$ cat config.mk
export PLATFORM = sky130hd
export DESIGN_NAME = mem_access_ctrl
export DESIGN_NICKNAME = d
export VERILOG_FILES = /design/src/rtl/mem_access_ctrl.sv
export SDC_FILE = /design/constraint.sdc
export NUM_CORES = 1
export LEC_CHECK = 0
export BUFFER_PORTS_ARGS = -buffer_cell sky130_fd_sc_hd__buf_2
export CAP_MARGIN = 0
export CORE_UTILIZATION = 40
export DETAILED_ROUTE_END_ITERATION = 8
export GPL_TIMING_DRIVEN = 1
export PLACE_DENSITY = 0.71
export SYNTH_ARGS = -nofsm -noshare
export SYNTH_HDL_FRONTEND = slang
export SYNTH_SLANG_ARGS = --single-unit
$ cat constraint.sdc
create_clock -name clk -period 1.7 [get_ports clk]
set_input_delay 0.34 -clock clk [delete_from_list [all_inputs] [get_ports clk]]
set_output_delay 0.34 -clock clk [all_outputs]
set_load 0.1 [all_outputs]
$ cat src/rtl/mem_access_ctrl.sv
// mem_access_ctrl: MEM-stage load/store sequencer.
// Decodes the EX/MEM access and runs a req/ready transfer on the data bus.
// The pipeline is stalled until the access completes. Load data is extracted
// from the addressed byte lane and sign- or zero-extended.
// Misaligned or illegal accesses fault without touching the bus.
// A bus that never answers faults after TIMEOUT request cycles.
module mem_access_ctrl #(
  parameter int ADDR_W  = 32,
  parameter int TIMEOUT = 64
) (
  input  logic              clk,
  input  logic              rstn,
  input  logic              ex_mem_mem_read,
  input  logic              ex_mem_mem_write,
  input  logic [ADDR_W-1:0] ex_mem_alu_result,
  input  logic [31:0]       ex_mem_mem_write_data,
  input  logic [2:0]        ex_mem_funct3,
  output logic              mem_stall,
  output logic              mem_done,
  output logic [31:0]       mem_load_data,
  output logic              mem_fault,
  output logic              bus_req,
  output logic              bus_we,
  output logic [ADDR_W-1:0] bus_addr,
  output logic [31:0]       bus_wdata,
  output logic [3:0]        bus_be,
  input  logic              bus_ready,
  input  logic [31:0]       bus_rdata
);

  localparam int CNT_W = (TIMEOUT > 1) ? $clog2(TIMEOUT) : 1;
  localparam logic [CNT_W-1:0] CNT_LAST = CNT_W'(TIMEOUT - 1);

  typedef enum logic [1:0] {
    ST_IDLE = 2'd0,
    ST_REQ  = 2'd1,
    ST_DONE = 2'd2
  } state_t;

  state_t            state_reg;
  logic [CNT_W-1:0]  cnt_reg;
  logic [1:0]        addr_lo_reg;
  logic [2:0]        funct3_reg;
  logic              bus_req_reg;
  logic              bus_we_reg;
  logic [ADDR_W-1:0] bus_addr_reg;
  logic [31:0]       bus_wdata_reg;
  logic [3:0]        bus_be_reg;
  logic              done_reg;
  logic              fault_reg;
  logic [31:0]       load_data_reg;

  logic        op;
  logic        is_store;
  logic [1:0]  size;
  logic        access_fault;
  logic [3:0]  st_be;
  logic [31:0] st_wdata;
  logic [15:0] ld_lo;
  logic [31:0] ld_fmt;

  // A read wins when both read and write are flagged.
  assign op       = ex_mem_mem_read | ex_mem_mem_write;
  assign is_store = ex_mem_mem_write & ~ex_mem_mem_read;
  assign size     = ex_mem_funct3[1:0];

  // Legality: unknown size codes, unsigned stores, and misaligned halves/words.
  always_comb begin
    access_fault = 1'b0;
    if (ex_mem_funct3 == 3'd3 || ex_mem_funct3 == 3'd6 || ex_mem_funct3 == 3'd7)
      access_fault = 1'b1;
    if (is_store && ex_mem_funct3[2])
      access_fault = 1'b1;
    if (size == 2'd1 && ex_mem_alu_result[0])
      access_fault = 1'b1;
    if (size == 2'd2 && ex_mem_alu_result[1:0] != 2'b00)
      access_fault = 1'b1;
  end

  // Store byte enables select the addressed lane(s).
  always_comb begin
    case (size)
      2'd0:    st_be = 4'b0001 << ex_mem_alu_result[1:0];
      2'd1:    st_be = 4'b0011 << {ex_mem_alu_result[1], 1'b0};
      default: st_be = 4'b1111;
    endcase
  end

  // Store data is replicated across every lane so the enabled lane carries it.
  for (genvar gi = 0; gi < 4; gi++) begin : g_lane
    assign st_wdata[8*gi +: 8] = (size == 2'd0) ? ex_mem_mem_write_data[7:0] :
                                 (size == 2'd1) ? ex_mem_mem_write_data[8*(gi%2) +: 8] :
                                                  ex_mem_mem_write_data[8*gi +: 8];
  end

  assign ld_lo = 16'(bus_rdata >> {addr_lo_reg, 3'b000});

  // Load formatting from the captured size/sign code.
  always_comb begin
    case (funct3_reg)
      3'd0:    ld_fmt = {{24{ld_lo[7]}}, ld_lo[7:0]};
      3'd1:    ld_fmt = {{16{ld_lo[15]}}, ld_lo[15:0]};
      3'd4:    ld_fmt = {24'd0, ld_lo[7:0]};
      3'd5:    ld_fmt = {16'd0, ld_lo[15:0]};
      default: ld_fmt = bus_rdata;
    endcase
  end

  // Stall while an op waits in IDLE or the bus transfer is in flight.
  always_comb begin
    case (state_reg)
      ST_IDLE: mem_stall = op;
      ST_REQ:  mem_stall = 1'b1;
      default: mem_stall = 1'b0;
    endcase
  end

  // Access sequencer with registered bus and result outputs.
  always_ff @(posedge clk or negedge rstn) begin
    if (!rstn) begin
      state_reg     <= ST_IDLE;
      cnt_reg       <= '0;
      addr_lo_reg   <= 2'b00;
      funct3_reg    <= 3'd0;
      bus_req_reg   <= 1'b0;
      bus_we_reg    <= 1'b0;
      bus_addr_reg  <= '0;
      bus_wdata_reg <= 32'd0;
      bus_be_reg    <= 4'd0;
      done_reg      <= 1'b0;
      fault_reg     <= 1'b0;
      load_data_reg <= 32'd0;
    end else begin
      case (state_reg)
        ST_IDLE: begin
          cnt_reg <= '0;
          if (op) begin
            addr_lo_reg   <= ex_mem_alu_result[1:0];
            funct3_reg    <= ex_mem_funct3;
            bus_we_reg    <= is_store;
            bus_addr_reg  <= {ex_mem_alu_result[ADDR_W-1:2], 2'b00};
            bus_wdata_reg <= st_wdata;
            bus_be_reg    <= is_store ? st_be : 4'b0000;
            if (access_fault) begin
              // Rejected without a bus cycle; report on the next cycle.
              state_reg     <= ST_DONE;
              done_reg      <= 1'b1;
              fault_reg     <= 1'b1;
              load_data_reg <= 32'd0;
            end else begin
              state_reg   <= ST_REQ;
              bus_req_reg <= 1'b1;
            end
          end
        end
        ST_REQ: begin
          if (bus_ready) begin
            bus_req_reg   <= 1'b0;
            load_data_reg <= bus_we_reg ? 32'd0 : ld_fmt;
            done_reg      <= 1'b1;
            fault_reg     <= 1'b0;
            state_reg     <= ST_DONE;
          end else if (cnt_reg == CNT_LAST) begin
            bus_req_reg   <= 1'b0;
            load_data_reg <= 32'd0;
            done_reg      <= 1'b1;
            fault_reg     <= 1'b1;
            state_reg     <= ST_DONE;
          end else begin
            cnt_reg <= cnt_reg + 1'b1;
          end
        end
        ST_DONE: begin
          // EX/MEM still holds the finished instruction here, so ignore op.
          done_reg      <= 1'b0;
          fault_reg     <= 1'b0;
          load_data_reg <= 32'd0;
          cnt_reg       <= '0;
          state_reg     <= ST_IDLE;
        end
        default: state_reg <= ST_IDLE;
      endcase
    end
  end

  assign mem_done      = done_reg;
  assign mem_fault     = fault_reg;
  assign mem_load_data = load_data_reg;
  assign bus_req       = bus_req_reg;
  assign bus_we        = bus_we_reg;
  assign bus_addr      = bus_addr_reg;
  assign bus_wdata     = bus_wdata_reg;
  assign bus_be        = bus_be_reg;

endmodule

==> summary.md <==
| Metric | Value |
|---|---|
| Status | complete, but fails checks |
| Failing checks | negative setup slack |
| Floorplan core area | around 13000 µm² |
| Worst-case reg-to-reg path depth | 6 |
| Period Utilization, post-route | 102.8% |
| Top-area cell type share of the netlist area | roughly 53% |
| Post-route minimum period | ~1.7 ns |
| # nets final | slightly above 900 |
| Hold Crit Start | ex_mem_alu_result[31] |
| Ys Warns | 0 |
| R2r endpoint | mem_load_data[3] |
| DRT iter0 DRCs | approximately 250 |
| Prevailing post-synth register cell | dfrtp_1 |
| Reg-to-reg slack, setup | -0.05 ns |
| CP arrival | roughly 2.1 ns |
| Setup violations, final | 10 |
| Final Max Slew Viols | 0 |
| CP max FO | 8 |
| Worst setup margin | -0.04680 ns |
| Reg2reg start | cnt_reg[0] |
| Layout cells sized above 1 | 37.26% |
| DR vias | between 5000 and 6000 |
| Startpoint types | flop |
| Die Height | about 120 µm |
| Remaining DRCs | 0 |
| Syn_area_per_cell | just over 9 µm² |
| Post-synthesis sequential area ratio | approximately 53% |
| CTS Sinks | roughly 120 |
| Inst Count DP | 970 |
| Initial Util | 41.12% |
| Antenna violations before repair | 1 |
| Max_cap viols | 0 |
| Buffers added on ports | roughly 210 |
| Post-DRT Antenna Nets | 0 |
| Hold Slack | 0.1118 ns |
| Reg clk slew, reported paths | ~0.06 ns |
| Clock Tree Root | clkbuf_16 |
| Num CTS Buffers | 17 |
| Non-filler instance count after layout | about 1000 |
| Average wire per standard cell | between 10 and 15 µm |
| Number of global-route vias before repair | between 4000 and 5000 |
| WP data required | between 2 and 2.5 ns |
| First-pass DRT Iterations | 4 |
| I/O pin count | approximately 210 |
| Largest net degree at the start of global routing | 97 |
| RSZ-0062 raised after global routing | true |
| Grt ovf | 0 |
| GRT Util Overall | a little over a fifth |
| TNS Setup | -0.2708 ns |
| Yosys reg bits | ~120 |
| Post-Route WL | ~15000 µm |
| WHS Path Cells | 3 |
| TritonCTS clock tree | done |
| Num rows | 42 |
| Hold-critical path endpoint | bus_addr[31] |
| Relative slew slack | between 60% and 70% |
| Layout Area Growth over Synthesis | 41.06% |
| H-tree depth | 4 |
| Distinct cells, synth | 51 |
| Drt via density | roughly 5.0 |
| Area contributors post-synth | dfrtp_1 (53%), nand2_1 (12%), mux2i_1 (6.2%), o21ai_0 (4.7%), o2bb2ai_1 (3.4%) |
| Mapped Area | 5466 µm² |
| Async SR Flop Fraction | 100.0% |
| Gpl congestion | between 0.8 and 0.9 |
| Die Wd | between 100 and 150 µm |
| DP HPWL | 10740 µm |
| Mapped Cells | about 590 |
| Max Clock Freq | 0.5725 GHz |
| Global-route wire length before repair | between 20000 and 25000 µm |
| Yosys top cell by area | dfrtp_1 |
| Clk buf depth | 2 |
| Die footprint | 14140 µm² |
| HP Class | primary input to flop |
| EDFF count, synth | 0 |
| Worst-Skew Late Latency | 0.41 ns |
| Final hold violation count | 0 |
| Crit Path Class | flop to flop |
| CP endpoint kind | flop |
| Worst Tran Pin Value | ~0.5 ns |
| Worst Skew | 0.007431 ns |
## cells in the mapped netlist, drive strengths merged (3+ instances only)
master / number
dfrtp: 115
a22o: 3
a31oi: 3
nand2: 178
buf: 19
a21oi: 31
nor2b: 3
nand2b: 6
o21ai: 53
mux2i: 34
nor2: 22
o221ai: 17
nor3: 3
clkbuf: 21
xnor2: 3
inv: 24
o2bb2ai: 21
## per-layer routing
layer | up-vias | GRT usage, % | routed length [µm]
met3 | 26 | 6.370 | 940
li1 | 2461 | - | -
met2 | 173 | 35.27 | 7174
met1 | 2385 | 27.13 | 6544
met4 | 0 | 8.307 | 318
met5 | - | 0 | 0
## cells by family after synthesis
logic type | share of synthesized area (%)
and+or+nand+nor | 17.53
AOI/OAI and AO/OA | 17.33
xor gates and xnor gates | 0.4807
adders and majority gates | 0.2288
buffers and inverters | 5.081
DFF | 52.64
other | 0.06860
muxes | 6.638
## worst max-delay path, cell delays in order, from the launching register on
cell and delay (ns):
dfrtp_1 0.39, ha_2 0.19, and3_4 0.21, a311oi_4 0.24
a21boi_4 0.32, clkbuf_16 0.20, a22o_1 0.14
## cell usage in the layout (no fill, tap or decap), types with 3 or more instances in the layout
master | Yosys | routed
nor2_1 | 22 | 20
nand2b_1 | 6 | 6
clkbuf_16 | 0 | 18
o221ai_1 | 17 | 15
clkbuf_8 | 0 | 4
o2bb2ai_2 | 0 | 8
nand2_1 | 178 | 178
xnor2_1 | 3 | 3
buf_12 | 0 | 6
a21oi_1 | 31 | 31
buf_2 | 14 | 204
bufinv_16 | 0 | 3
o21ai_0 | 51 | 51
clkinv_4 | 0 | 3
buf_4 | 3 | 34
mux2i_1 | 34 | 34
a31oi_1 | 3 | 3
inv_1 | 24 | 24
a22o_1 | 3 | 3
o2bb2ai_1 | 21 | 13
dfrtp_1 | 115 | 112
## worst max-delay path by stage
stage	start	to	slack, ns
3_5_place_dp	ex_mem_mem_read	mem_load_data[29]	-0.04
4_1_cts	state_reg[1]	mem_stall	0.004
3_3_place_gp	ex_mem_mem_read	mem_load_data[28]	0.008
6_report	cnt_reg[0]	mem_load_data[3]	-0.05
2_1_floorplan	cnt_reg[0]	mem_load_data[0]	0.005
5_1_grt	cnt_reg[1]	mem_load_data[3]	-0.07
## layout make-up
cell class	count	area (µm²)
fill	1196	5584
sequential	115	2884
multi-input combinational	414	2441
timing repair buffer	247	1443
clock buffer	21	480.5
tap	176	220.2
clock inverter	11	150.1
inverter	24	90.09
antenna	1	2.502
## repair_timing
item | CTS | global route
endpoints found under the setup margin | 7 | 34
resized for setup | 4 | 17
gates cloned | 0 | 1
hold buffers | 1 | 0
pin swaps | 2 | 1
hold endpoints to repair | 18 | 0
setup buffers | 1 | 3
## per-stage QoR
| step | area, µm² | utilization (%) | setup slack, ns |
|---|---|---|---|
| 2_1_floorplan | 5495 | - | 0.004737 |
| 3_3_place_gp | 6903 | 51.92 | 0.008171 |
| 3_5_place_dp | 6903 | 51.92 | -0.03578 |
| 4_1_cts | 7575 | 56.97 | 0.004245 |
| 5_1_grt | 7711 | 58.00 | -0.07488 |
| 6_report | 7711 | 58.00 | -0.04680 |
Power is not shown: default switching activity piles up to over one toggle a cycle in this logic, so the estimate is an artifact.
